`config.mk`:
```
export PLATFORM = sky130hd
export DESIGN_NAME = johnson_seq_ctrl
export DESIGN_NICKNAME = d
export VERILOG_FILES = /design/src/rtl/johnson_pkg.sv /design/src/rtl/johnson_core.sv /design/src/rtl/johnson_seq_ctrl.sv
export SDC_FILE = /design/constraint.sdc
export NUM_CORES = 1
export LEC_CHECK = 0
export CAP_MARGIN = 20
export CORE_MARGIN = 5
export CORE_UTILIZATION = 48
export DETAILED_ROUTE_END_ITERATION = 12
export PLACE_DENSITY = 0.76
export SLEW_MARGIN = 40
export SYNTH_ARGS = -nofsm -noshare
export SYNTH_HDL_FRONTEND = slang
export SYNTH_HIERARCHICAL = 1
export SYNTH_SLANG_ARGS = --single-unit
```
`constraint.sdc`:
```
create_clock -name CLK -period 2.65 [get_ports CLK]
set_clock_uncertainty 0.15 [all_clocks]
set_input_delay 0.265 -clock CLK [delete_from_list [all_inputs] [get_ports CLK]]
set_output_delay 0.265 -clock CLK [all_outputs]
set_load 0.02 [all_outputs]
```
`src/rtl/johnson_pkg.sv`:
```
// Shared state encoding, default width and Johnson-code legality check
// for the Johnson sequencer controller.
package johnson_pkg;

   localparam int N_DEF      = 4;
   localparam int LEGAL_MAXW = 32;

   typedef enum logic [2:0] {
      ST_IDLE  = 3'd0,
      ST_RUN   = 3'd1,
      ST_STEP  = 3'd2,
      ST_DONE  = 3'd3,
      ST_FAULT = 3'd4
   } state_e;

   // A legal Johnson code has at most one 0/1 boundary between adjacent bits.
   function automatic logic johnson_legal(input logic [LEGAL_MAXW-1:0] q, input int n);
      int edges;
      edges = 0;
      for (int i = 0; i < LEGAL_MAXW-1; i++) begin
         if ((i < n-1) && (q[i] != q[i+1])) edges = edges + 1;
      end
      return (edges <= 1);
   endfunction

endpackage

```
`src/rtl/johnson_core.sv`:
```
// Johnson shift register with synchronous clear, seed load, direction
// select and hold. Updates on the falling edge of CLK.
module johnson_core import johnson_pkg::*; #(
   parameter int N = N_DEF
) (
   input  logic         CLK,
   input  logic         CLR,
   input  logic         clr_i,
   input  logic         load_i,
   input  logic [N-1:0] load_val_i,
   input  logic         adv_i,
   input  logic         dir_i,
   output logic [N-1:0] q_o
);

   logic [N-1:0] q_q, q_d;

   always_comb begin
      q_d = q_q;
      if (clr_i) begin
         q_d = '0;
      end else if (load_i) begin
         q_d = load_val_i;
      end else if (adv_i) begin
         if (dir_i) q_d = {~q_q[0], q_q[N-1:1]};
         else       q_d = {q_q[N-2:0], ~q_q[N-1]};
      end
   end

   always_ff @(negedge CLK or negedge CLR) begin
      if (!CLR) q_q <= '0;
      else      q_q <= q_d;
   end

   assign q_o = q_q;

endmodule

```
`src/rtl/johnson_seq_ctrl.sv`:
```
// Run/step sequencer around a Johnson register: revolution counting,
// stop handling and illegal-code fault recovery.
//
// state    | meaning
// ---------+---------------------------------------------------------
// ST_IDLE  | waiting; seed load honoured, start begins a run
// ST_RUN   | advance every clock until terminal count or stop
// ST_STEP  | advance only on clocks with step=1
// ST_DONE  | one-cycle completion pulse, Q holds
// ST_FAULT | Q was illegal: Q cleared, err set, back to idle
module johnson_seq_ctrl import johnson_pkg::*; #(
   parameter int N = N_DEF
) (
   input  logic                   CLK,
   input  logic                   CLR,
   input  logic                   start,
   input  logic                   stop,
   input  logic                   dir,
   input  logic                   step_mode,
   input  logic                   step,
   input  logic [3:0]             revs,
   input  logic                   load_en,
   input  logic [N-1:0]           load_val,
   output logic [N-1:0]           Q,
   output logic [$clog2(2*N)-1:0] phase,
   output logic                   busy,
   output logic                   done,
   output logic                   err
);

   localparam int PH_W  = $clog2(2*N);
   localparam int CNT_W = PH_W + 4;
   localparam logic [CNT_W-1:0] REV_LEN = CNT_W'(2*N);

   state_e           state_q, state_d;
   logic [CNT_W-1:0] cnt_q, cnt_d;
   logic [3:0]       revs_q, revs_d;
   logic             err_q, err_d;
   logic             fault_run_q, fault_run_d;
   logic             core_clr, core_load, core_adv;
   logic             q_legal;
   logic             load_legal;
   int               ones;

   johnson_core #(.N(N)) u_core (
      .CLK        (CLK),
      .CLR        (CLR),
      .clr_i      (core_clr),
      .load_i     (core_load),
      .load_val_i (load_val),
      .adv_i      (core_adv),
      .dir_i      (dir),
      .q_o        (Q)
   );

   assign q_legal    = johnson_legal(LEGAL_MAXW'(Q), N);
   assign load_legal = johnson_legal(LEGAL_MAXW'(load_val), N);

   // cnt_q is a down-counter of remaining advances; with revs=0 it simply wraps.
   always_comb begin
      state_d     = state_q;
      cnt_d       = cnt_q;
      revs_d      = revs_q;
      err_d       = err_q;
      fault_run_d = fault_run_q;
      core_clr    = 1'b0;
      core_load   = 1'b0;
      core_adv    = 1'b0;
      if (!q_legal) begin
         state_d     = ST_FAULT;
         err_d       = 1'b1;
         core_clr    = 1'b1;
         fault_run_d = (state_q == ST_RUN) || (state_q == ST_STEP);
      end else begin
         case (state_q)
            ST_IDLE: begin
               if (load_en) begin
                  core_load = 1'b1;
                  if (load_legal) err_d = 1'b0;
               end else if (start) begin
                  state_d = step_mode ? ST_STEP : ST_RUN;
                  revs_d  = revs;
                  cnt_d   = CNT_W'(revs) * REV_LEN;
               end
            end
            ST_RUN, ST_STEP: begin
               if (stop) begin
                  state_d = ST_DONE;
               end else if ((state_q == ST_RUN) || step) begin
                  core_adv = 1'b1;
                  cnt_d    = cnt_q - 1'b1;
                  if ((revs_q != 4'd0) && (cnt_q == CNT_W'(1))) state_d = ST_DONE;
               end
            end
            ST_DONE:  state_d = ST_IDLE;
            ST_FAULT: state_d = ST_IDLE;
            default:  state_d = ST_IDLE;
         endcase
      end
   end

   always_ff @(negedge CLK or negedge CLR) begin
      if (!CLR) begin
         state_q     <= ST_IDLE;
         cnt_q       <= '0;
         revs_q      <= '0;
         err_q       <= 1'b0;
         fault_run_q <= 1'b0;
      end else begin
         state_q     <= state_d;
         cnt_q       <= cnt_d;
         revs_q      <= revs_d;
         err_q       <= err_d;
         fault_run_q <= fault_run_d;
      end
   end

   // Phase index: ones count on the rising half of the cycle, 2N minus it on the falling half.
   always_comb begin
      ones  = 0;
      for (int i = 0; i < N; i++) ones = ones + int'(Q[i]);
      phase = '0;
      if (q_legal) begin
         if (Q[0] || (Q == '0)) phase = PH_W'(ones);
         else                   phase = PH_W'(2*N - ones);
      end
   end

   assign busy = (state_q == ST_RUN) || (state_q == ST_STEP);
   assign done = (state_q == ST_DONE) || ((state_q == ST_FAULT) && fault_run_q);
   assign err  = err_q;

endmodule

```
==> results.cfg, run 1 <==
[clock_network]
cts_root_buffer = clkbuf_4
clock_latency_ns = 0.31
clock-sinks = 20
numCtsBuffers = 3
cts_tree = yes
cts.htree.levels = 1
clockBufferDepth = 2
clkTransAtPathRegs_ns = 0.08

[critical_path]
r2r_slack_ns = 0
cp-startpoint = u_core/q_o[0]$_DFFE_NN0P_
path_cells = fa_1 -> ha_2 -> ha_4 -> inv_2 -> ha_4 -> nor2b_2 -> xnor2_1 -> nor2_2 -> buf_6
worstSetupEndpointType = output pin
cp_max_fo = 2
crit_type = register to output pin
crit_slowest_cell = dfrtn_1
cp.arrival_ns = 3.61
r2r_cells = 11
regToRegStartpoint = u_core/q_o[1]$_DFFE_NN0P_
crit_top_cell = ha_4
cpPeakStageDelay_ns = 0.47
endpoint = phase[2]
crit_required_ns = 2.24
worstSetupStartpointType = register
worstReg2RegEnd = revs_q[0]$_DFFE_NN0P_

[sta]
tightest_slew_ns = 0.534
drv_slew = 0
setup_violations = 13
hold_ws_ns = 0.303
rsz0062_at_grt = true
final.setup.tns_ns = -5.44
relSlewSlack_pct = 64.1
final.setup.worst_slack_ns = -1.37
hold_viol = 0

[finish]
final_area_um2 = 2410
final_util_pct = 79.1
final_common_cell = buf_4
drive_gt1_share_pct = 47.1
nets = 254
stdcell_count = 271
insertedDiodeCount = 0
layout_common_cells = buf_4 (35), dfrtn_1 (20), buf_6 (17), inv_1 (11)
fillerInstances = 195
area_growth_pct = 59.0

[outcome]
status = complete, but fails checks
violations = setup timing

[synthesis]
syn-num-nets = 187
synth_cell_types = 48
synth.avg_cell_area_um2 = 9.43
synth_top_area_share_pct = 33.0
yosys_warnings = 6
ys_seq_area_share_pct = 33.0
syn-cell-area_um2 = 1520
synth.top_cells.by_area = dfrtn_1 (33%), ha_1 (7.4%), mux2i_1 (4.6%), inv_1 (4.2%), nand2_1 (2.7%)
yosysTopAreaCell = dfrtn_1
ys_ff_latch = 20
synthCells = 161
async_reset_ff_share_pct = 100
synth_ff_type = dfrtn_1
synth-edff-count = 0

[power]
power_switching_mw = 1.61
pwr-share-seq_pct = 16.2
swShare_pct = 45.0
power_density_nw_per_um2 = 1490
ir_drop_mv = 0.734
total_power_mw = 3.59
power_frac_comb_pct = 78.6
intPower_mw = 1.98
clkPwrFrac_pct = 5.2
p_leak_nw = 1.07

[global_routing]
grt_max_degree = 21
grt.total_usage_pct = 21.3
gr-total-overflow = 0
top_usage_layer = met2
antenna_found_initial = 0
grt_pass1_wl_mm = 7.22
use_met1_pct = 22.7
grt.met3_usage_pct = 4.25
use_met2_pct = 40.8
grt_pass1_vias = 1598

[detailed_routing]
drcViolationCount = 0
wl_per_cell_um = 16.7
drtAntennaViolNets = 0
vias = 1491
via_per_inst = 5.50
drt_iter0_markers = 68
dr.pass1.iters = 4
routed_wl_mm = 4.52

[floorplan]
num_rows = 20
start_util_pct = 49.7
die_w_um = 66.2
coreArea_um2 = 3050
fp.dieH_um = 66.2
dieArea_um2 = 4390
pin_count = 26

[placed_design]
port_buffers = 25
placed_area_um2 = 2130
placedCellCount = 254
place_ws_ns = -1.53
gp_congestion = 0.872
dp_hpwl_mm = 3.22

[job]
cap_violations = 0

[worst_hold_path]
min-delay-start = cnt_q[5]$_DFFE_NN0P_
hold_class = register to register
## cells by family after synthesis
kind of cell               share of synthesized area, %
and+or+nand+nor                                    19.5
AOI/OAI and AO/OA                                  20.5
buffers and inverters                              7.67
DFF                                                33.0
muxes                                              8.33
adders and majority gates                          8.74
xor gates and xnor gates                           2.23
## power groups by stage
stage               combinational [mW]  sequential, mW  clock (mW)
floorplan                         1.50           0.584           0
global placement                  2.15           0.575           0
global route                      3.02           0.599       0.201
CTS                               2.48           0.571       0.188
detailed placement                2.26           0.583           0
finish                            2.82           0.581       0.188
## cells in the mapped netlist, types with 5 or more instances
| library cell | count |
|---|---|
| a21oi_1 | 7 |
| dfrtn_1 | 20 |
| nor3_1 | 6 |
| ha_1 | 9 |
| nor2_1 | 10 |
| inv_1 | 17 |
| nand2_1 | 11 |
| o21ai_0 | 6 |
| nor2b_1 | 5 |
| mux2i_1 | 7 |
## timing repair
action | CTS | global route
resized for setup | 81 | 31
pin swaps | 17 | 4
setup buffers | 9 | 4
hold buffers | 0 | 0
cloned | 0 | 0
setup endpoints to repair | 28 | 25
## state kept, by name, summed over array words and instances, names as in the netlist
name	flops
fault_run_q	1
revs_q	4
state_q	3
u_core/q_o	4
cnt_q	7
err	1
## worst max-delay path, delay by kind of cell (launching register included)
| family | cells | cell delay (ns) |
|---|---|---|
| adders and majority gates | 4 | 1.04 |
| DFF | 1 | 0.47 |
| buffers and inverters | 2 | 0.17 |
| and+or+nand+nor | 2 | 0.17 |
| xor gates and xnor gates | 1 | 0.14 |
## how the worst min path moves through the flow
stage                                          to  depth (start not counted)
final                        cnt_q[5]$_DFFE_NN0P_                          1
after global routing         cnt_q[5]$_DFFE_NN0P_                          1
after CTS                         err$_DFFE_NN0P_                          2
after detailed placement     cnt_q[5]$_DFFE_NN0P_                          1
after global placement    fault_run_q$_DFFE_NN0N_                          2
after floorplan           fault_run_q$_DFFE_NN0N_                          2
## area by class of cell
cell class | instances | area (um^2) | area share, %
Inverter | 18 | 80.1 | 3.32
Sequential cell | 20 | 500 | 20.7
Multi-Input combinational cell | 116 | 1120 | 46.4
Tap cell | 44 | 55.1 | 2.28
Clock buffer | 4 | 36.3 | 1.50
Timing Repair Buffer | 69 | 622 | 25.8
## routing by layer
metal / share of wire, % / wire length [um]
met3: 3.2 / 146
met5: 0 / 0
met2: 59 / 2650
met4: 0.64 / 29
met1: 37 / 1690
Note: power is estimated with default switching activity, not from simulation.
==> run 2, diff against run 1 <==
--- a/config.mk
+++ b/config.mk
@@ -5,6 +5,7 @@
 export SDC_FILE = /design/constraint.sdc
 export NUM_CORES = 1
 export LEC_CHECK = 0
+export ABC_CLOCK_PERIOD_IN_PS = 2650
 export CAP_MARGIN = 20
 export CORE_MARGIN = 5
 export CORE_UTILIZATION = 48
==> results of run 2 <==
Same layout as run 1: the final DEF is identical, and so are final timing and power.
